===== src/rtl/mem_arbiter.sv =====
// mem_arbiter: three-port arbiter (two instruction-cache ports and one data
// port) in front of a single slow memory with a fetch-complete handshake.
// Each request is granted, issued with a one-cycle strobe, then
// acknowledged. Reads that see no fetch-complete within TIMEOUT cycles are
// abandoned with err set.
// Optional build macro DATA_PRIORITY_EN: the data port (req[2]) always wins
// in IDLE, and round-robin applies only between the two icache ports.

module mem_arbiter #(
  parameter int TIMEOUT = 15,
  parameter int WIDTH   = 16
) (
  input  logic             clk,
  input  logic             reset,
  input  logic [2:0]       req,
  input  logic [2:0]       rnotw,
  input  logic [WIDTH-1:0] addr0,
  input  logic [WIDTH-1:0] addr1,
  input  logic [WIDTH-1:0] addr2,
  input  logic [WIDTH-1:0] wdata2,
  output logic [2:0]       ack,
  output logic [WIDTH-1:0] rdata,
  output logic             err,
  output logic [2:0]       gnt,
  output logic             busy,
  output logic             m_strobe,
  output logic             m_rnotw,
  output logic [WIDTH-1:0] m_addr,
  output logic [WIDTH-1:0] m_wdata,
  input  logic             m_mfc,
  input  logic [WIDTH-1:0] m_rdata
);

  localparam int CW = $clog2(TIMEOUT + 1);
  localparam logic [CW-1:0] TO_LAST = CW'(TIMEOUT - 1);

  typedef enum logic [1:0] {IDLE, ISSUE, WAIT, ACK} state_t;

  state_t          state, next_state;
  logic [1:0]      rr_ptr;
  logic [1:0]      nxt_ptr;
  logic [1:0]      win;
  logic [WIDTH-1:0] sel_addr;
  logic            sel_rnotw;
  logic [2:0]      eff_rnotw;
  logic [CW-1:0]   cnt;
  logic            timed_out;

  // icache ports are read-only, so their direction bits are forced to read
  assign eff_rnotw = rnotw | 3'b011;
  assign timed_out = (cnt == TO_LAST);
  assign busy      = (state != IDLE);

  // Pick the winning requester and the pointer value that follows its grant
  always_comb begin
    win = 2'd0;
    nxt_ptr = rr_ptr;
`ifdef DATA_PRIORITY_EN
    if (req[2])
      win = 2'd2;
    else if (rr_ptr == 2'd1)
      win = req[1] ? 2'd1 : 2'd0;
    else
      win = req[0] ? 2'd0 : 2'd1;
    case (win)
      2'd0:    nxt_ptr = 2'd1;
      2'd1:    nxt_ptr = 2'd0;
      default: nxt_ptr = rr_ptr;
    endcase
`else
    case (rr_ptr)
      2'd1:    win = req[1] ? 2'd1 : (req[2] ? 2'd2 : 2'd0);
      2'd2:    win = req[2] ? 2'd2 : (req[0] ? 2'd0 : 2'd1);
      default: win = req[0] ? 2'd0 : (req[1] ? 2'd1 : 2'd2);
    endcase
    case (win)
      2'd0:    nxt_ptr = 2'd1;
      2'd1:    nxt_ptr = 2'd2;
      default: nxt_ptr = 2'd0;
    endcase
`endif
  end

  // Route the winner's address and direction to the latch inputs
  always_comb begin
    sel_addr = addr0;
    sel_rnotw = eff_rnotw[0];
    case (win)
      2'd1: begin
        sel_addr = addr1;
        sel_rnotw = eff_rnotw[1];
      end
      2'd2: begin
        sel_addr = addr2;
        sel_rnotw = eff_rnotw[2];
      end
      default: begin
        sel_addr = addr0;
        sel_rnotw = eff_rnotw[0];
      end
    endcase
  end

  // Next-state logic: req is only looked at in IDLE, m_mfc only in WAIT
  always_comb begin
    next_state = state;
    case (state)
      IDLE:    if (|req) next_state = ISSUE;
      ISSUE:   next_state = m_rnotw ? WAIT : ACK;
      WAIT:    if (m_mfc || timed_out) next_state = ACK;
      ACK:     next_state = IDLE;
      default: next_state = IDLE;
    endcase
  end

  // State register
  always_ff @(posedge clk or posedge reset) begin
    if (reset)
      state <= IDLE;
    else
      state <= next_state;
  end

  // Datapath registers: grant, memory bus, completion pulse and timeout count
  always_ff @(posedge clk or posedge reset) begin
    if (reset) begin
      gnt      <= 3'b000;
      ack      <= 3'b000;
      err      <= 1'b0;
      rdata    <= '0;
      m_strobe <= 1'b0;
      m_rnotw  <= 1'b1;
      m_addr   <= '0;
      m_wdata  <= '0;
      rr_ptr   <= 2'd0;
      cnt      <= '0;
    end else begin
      m_strobe <= 1'b0;
      ack      <= 3'b000;
      err      <= 1'b0;
      case (state)
        IDLE: begin
          if (|req) begin
            gnt      <= 3'b001 << win;
            m_strobe <= 1'b1;
            m_addr   <= sel_addr;
            m_rnotw  <= sel_rnotw;
            m_wdata  <= wdata2;
            rr_ptr   <= nxt_ptr;
            cnt      <= '0;
            rdata    <= '0;
          end
        end
        ISSUE: begin
          if (!m_rnotw) ack <= gnt;
        end
        WAIT: begin
          if (m_mfc) begin
            ack   <= gnt;
            rdata <= m_rdata;
          end else if (timed_out) begin
            ack   <= gnt;
            err   <= 1'b1;
            rdata <= '0;
          end else begin
            cnt <= cnt + CW'(1);
          end
        end
        ACK: begin
          gnt   <= 3'b000;
          rdata <= '0;
          cnt   <= '0;
        end
        default: ;
      endcase
    end
  end

endmodule


===== config.mk =====
export PLATFORM = sky130hd
export DESIGN_NAME = mem_arbiter
export DESIGN_NICKNAME = d
export VERILOG_FILES = /design/src/rtl/mem_arbiter.sv
export SDC_FILE = /design/constraint.sdc
export NUM_CORES = 1
export LEC_CHECK = 0
export CORE_ASPECT_RATIO = 0.6
export CORE_UTILIZATION = 42
export DETAILED_ROUTE_END_ITERATION = 10
export GPL_ROUTABILITY_DRIVEN = 0
export PLACE_DENSITY_LB_ADDON = 0.08
export SYNTH_ARGS = -nofsm -noshare
export SYNTH_HDL_FRONTEND = slang
export SYNTH_SLANG_ARGS = --single-unit
export TNS_END_PERCENT = 100

===== constraint.sdc =====
create_clock -name clk -period 2.6 [get_ports clk]
set_input_delay 0.78 -clock clk [delete_from_list [all_inputs] [get_ports clk]]
set_output_delay 0.78 -clock clk [all_outputs]
set_load 0.1 [all_outputs]

Word level (Yosys, flattened, before mapping)
Cells that the tools add are included.
{"block": "totals", "register_bits": 65, "latch_bits": 0, "mem_bits_rw": 0, "rom_bits": 0, "input_bits": 89, "output_inout_bits": 58, "word_cells": 71, "mem_count": 0}
{"block": "classes", "add_sub_neg": 1, "mul": 0, "n_div": 0, "order_cmp": 0, "eq_ne": 13, "shift": 1, "n_mux": 33, "bitwise_logic": 0, "reduce_logical": 12}
{"op": "2-to-1 mux 16 bit", "count": 3}
{"op": "case mux 16 bit (3 select lines)", "count": 1}
{"op": "case mux 16 bit (2 select lines)", "count": 1}
{"op": "2-to-1 mux 2 bit", "count": 7}
{"op": "2-to-1 mux 3 bit", "count": 4}
{"op": "2-to-1 mux 4 bit", "count": 3}
{"op": "case mux 3 bit (2 select lines)", "count": 2}
{"op": "case mux 4 bit (3 select lines)", "count": 1}
{"op": "equality test 2 bit (second input constant)", "count": 4}
{"op": "2-to-1 mux 1 bit", "count": 8}
{"op": "!= test 2 bit (second input constant)", "count": 4}
{"op": "case mux 2 bit (2 select lines)", "count": 2}
{"op": "case mux 2 bit (4 select lines)", "count": 1}
{"op": "equality test 2 x 1 -> 1 bit (second input constant)", "count": 3}
{"op": "AND reduction 2 bit", "count": 3}
{"op": "adder 4 x 1 -> 4 bit (second input constant)", "count": 1}
{"op": "equality test 4 bit (second input constant)", "count": 1}
{"op": "zero test 2 bit", "count": 2}
{"op": "AND reduction 4 bit", "count": 1}
{"op": "nonzero test 2 bit", "count": 2}
{"op": "!= test 3 bit (second input constant)", "count": 1}
{"op": "AND reduction 3 bit", "count": 1}
{"op": "nonzero test 3 bit", "count": 1}
{"op": "OR reduction 3 bit", "count": 1}
{"op": "other kinds (2)", "count": 2}

Logic depth before layout (Yosys ltp)
{"block": "depth", "word_depth": 6, "depth_mapped": 10, "ltp_nobuf": 8}

Least setup slack after synthesis
No wires, ideal clock.
{"block": "synth_timing", "kind": "input-to-reg", "from": "input req[2]", "to": "register m_addr[11]", "setup_ns": 0.095, "arrival_time_ns": 2.272, "required_ns": 2.505, "setup_slack_ns": 0.233, "path_stages": 9, "n_path_buf": 3, "cell_sequence": "buf_2 -> nand3b_1 -> a21oi_1 -> a21oi_1 -> ha_1 -> clkbuf_1 -> clkbuf_1 -> a221oi_1 -> o31ai_1"}
{"block": "synth_via", "elab_chain_len": 5, "elab_cells_between_ends": 9, "cone_classes": "2 x eq/ne; 5 x mux; 2 x reduce/logical"}
{"item": "start: declaration", "line_no": "15", "rtl": "input logic [2:0] req,"}
{"item": "2-to-1 mux 2 bit (2 in series)", "line_no": "72", "rtl": "2'd1: win = req[1] ? 2'd1 : (req[2] ? 2'd2 : 2'd0);"}
{"item": "case mux 2 bit (2 select lines)", "line_no": "71", "rtl": "case (rr_ptr)"}
{"item": "equality test 2 bit / equality test 2 x 1 -> 1 bit (equally long branches)", "line_no": "88", "rtl": "case (win)"}
{"item": "case mux 16 bit (2 select lines)", "line_no": "88"}
{"item": "end signal: assignment", "line_no": "146", "rtl": "m_addr <= sel_addr;"}
{"item": "end: declaration", "line_no": "28", "rtl": "output logic [WIDTH-1:0] m_addr,"}
Several ways; a longest one is shown, not always the timed one.
A chain may end at the register's enable or synchronous reset.

Worst setup path after layout
{"block": "layout_timing", "from": "input req[1]", "to": "register rdata[6]"}
{"block": "layout_via", "elab_chain_len": 3}
{"item": "OR reduction 3 bit", "line_no": "143", "rtl": "if (|req) begin"}
{"item": "!= test 2 bit (no line)"}
{"item": "AND reduction 3 bit (no line)"}
{"item": "end signal: assignment", "line_no": "160", "rtl": "rdata <= m_rdata;"}
{"item": "end: declaration", "line_no": "22", "rtl": "output logic [WIDTH-1:0] rdata,"}
No other way between the ends.

==> out/metrics.cfg <==
[hold_path]
min_to = m_addr[15]
min-delay-path-class = flip-flop to flip-flop
holdCritStartpoint = m_addr[15]
min_path_cells = 2

[drt]
drcViolationCount = 0
drt-total-wl_um = 8090
wl_per_cell_um = 15.0
dr.pass1.iters = 4
postRouteAntennaNets = 0
vias = 2703
drtIter0Drc = 131
via_per_inst = 5.02

[global_route]
grt_pass1_vias = 2688
overflow = 0
grt_max_degree = 66
grt_pass1_wl_um = 13200
grt_usage_pct = 21.6
antenna_found_initial = 0

[synthesis]
async_reset_ff_share_pct = 100
postSynthCellCount = 276
yosys.area.top_type_share_pct = 49.1
yosysMostFrequentCell = dfrtp_1
syn_area_mm2 = 0.00326
yosys-top-cells-area = dfrtp_1 (49%), mux2_2 (8.3%), ha_1 (5.0%), mux2_4 (4.6%), a221oi_1 (4.3%)
ys_warn_count = 0
syn_area_per_cell_um2 = 11.8
ys_seq_elements = 65
synth_cell_types = 39
synth_top_area_cell = dfrtp_1
ys_seq_area_share_pct = 49.9
ys_top_cells_by_count = dfrtp_1 (64), mux2_2 (24), nor2b_1 (21), and3_1 (19), nand2_1 (19)
synth_ff_type = dfrtp_1
synth_edf_count = 0
synth.net_count = 378

[clock_tree]
cts_buffer_depth = 2
cts.sinks = 65
post_cts_resized = 0
clockRootBuffer = clkbuf_16
post_cts_buffers = 0
cts-buffers-inserted = 9
clk_pin_slew_ns = 0.05
clock_latency_ns = 0.33
holdBufCountCts = 0
htree_num_levels = 3
cts_tree = yes

[critical_path]
worstPathRequired_ns = 2.81
r2r_slack_ns = 0.21
cp_max_fo = 16
critical_path_class = input pin to flip-flop
crit_arrival_ns = 2.68
start_kind = input pin
rr_worst_depth = 5
r2r_end = rdata[6]
end_kind = flip-flop
r2r-start = cnt[0]

[sta]
period_needed_ns = 2.47
drv_slew = 0
timing.fmax_mhz = 405
setup_viol = 0
rsz0062_at_grt = false
skew_ns = 0.00469
hold_viol_final = 0
slew_headroom_pct = 29.8
fin_crit_sh_pct = 95.0
worstMarginPinSlew_ns = 1.05
finalSetupTns_ns = 0

[cells_and_area]
syn_to_final_growth_pct = 58.4
insertedDiodeCount = 0
drive_above_1_share_pct = 30.2
nNetsFinal = 531

[placed_design]
portBuffers = 144
dp_hpwl_um = 5980

[floorplanning]
coreArea_mm2 = 0.00739
start_util_pct = 44.1
ios = 147
die_area_mm2 = 0.00813
die_w_um = 116
die_y_um = 70.3
num_rows = 24

[run_status]
status = finished, final reports clean

[flow_run]
max_cap_viol_count = 0

metal layers:
layer / global-route usage, % / wire [µm] / vias up
li1: - / - / 1314
met1: 28.6 / 3780 / 1302
met2: 32.3 / 3640 / 78
met3: 7.73 / 575 / 9
met4: 7.98 / 97 / 0
met5: 0 / 0 / -
critical path, cell delays in order:
cell,delay (ns)
clkdlybuf4s50_1,0.56
nor4b_4,0.08
a211oi_4,0.82
mux2_2,0.43
metrics by stage:
stage / setup WS, ns / hold WS (ns) / instances / util (%) / instance area (µm²)
after global routing: 0.0169 / 0.495 / 538 / 69.9 / 5170
final: 0.130 / 0.475 / 538 / 69.9 / 5170
after CTS: 0.0731 / 0.478 / 538 / 69.9 / 5170
after floorplan: 0.195 / 0.494 / 276 / - / 3260
after detailed placement: -0.283 / 0.468 / 522 / 65.1 / 4810
after global placement: -0.236 / 0.463 / 522 / 65.1 / 4810
registers in the layout, summed over array words and instances, names as in the netlist:
register	cells
gnt	3
m_rnotw	1
m_wdata	16
ack	3
m_addr	16
rdata	16
rr_ptr	2
err	1
m_strobe	1
cnt	4
state	2
kinds of logic (layout without fill, tap and decap cells):
family / Yosys count / after routing / share of synthesized area, %
flip-flops: 65 / 65 / 49.9
AND/OR/NAND/NOR: 80 / 80 / 14.2
adder cells (fa/ha/maj): 13 / 13 / 4.99
multiplexers: 35 / 35 / 13.2
buffers and inverters: 27 / 185 / 3.45
AO/OA/AOI/OAI: 56 / 56 / 14.2
worst max path at each step:
stage,startpoint,end,slack (ns),depth (start not counted)
4_1_cts,req[1],rdata[6],0.07,4
6_report,req[1],rdata[6],0.13,4
3_3_place_gp,req[1],rdata[4],-0.24,4
5_1_grt,req[0],m_addr[1],0.02,8
2_1_floorplan,reset,ack[0],0.20,1
3_5_place_dp,req[1],rdata[6],-0.28,4
layout by cell type (no fill, tap or decap), types with 2 or more instances in the layout:
cell type,count
a211oi_1,2
a21o_1,2
a21oi_1,3
a221oi_1,16
a22o_1,3
a2bb2oi_1,3
and3_1,19
buf_12,6
buf_4,69
bufinv_16,4
clkbuf_16,9
clkdlybuf4s50_1,86
clkinv_2,2
dfrtp_1,64
ha_1,13
inv_1,7
mux2_2,24
mux2_4,10
nand2_1,19
nand2b_1,4
nand3_1,3
nand3b_1,2
nor2_1,4
nor2b_1,21
nor3_1,2
o21ai_0,4
o31ai_1,16
cell type report:
type | instances | area, µm²
Clock inverter | 6 | 130
Tap cell | 104 | 130
Clock buffer | 10 | 229
Sequential cell | 65 | 1630
Multi-Input combinational cell | 184 | 1520
Inverter | 8 | 30.0
Timing Repair Buffer | 161 | 1500
Fill cell | 576 | 2220
Power is not shown: default switching activity piles up to over one toggle a cycle in this logic, so the estimate is an artifact.
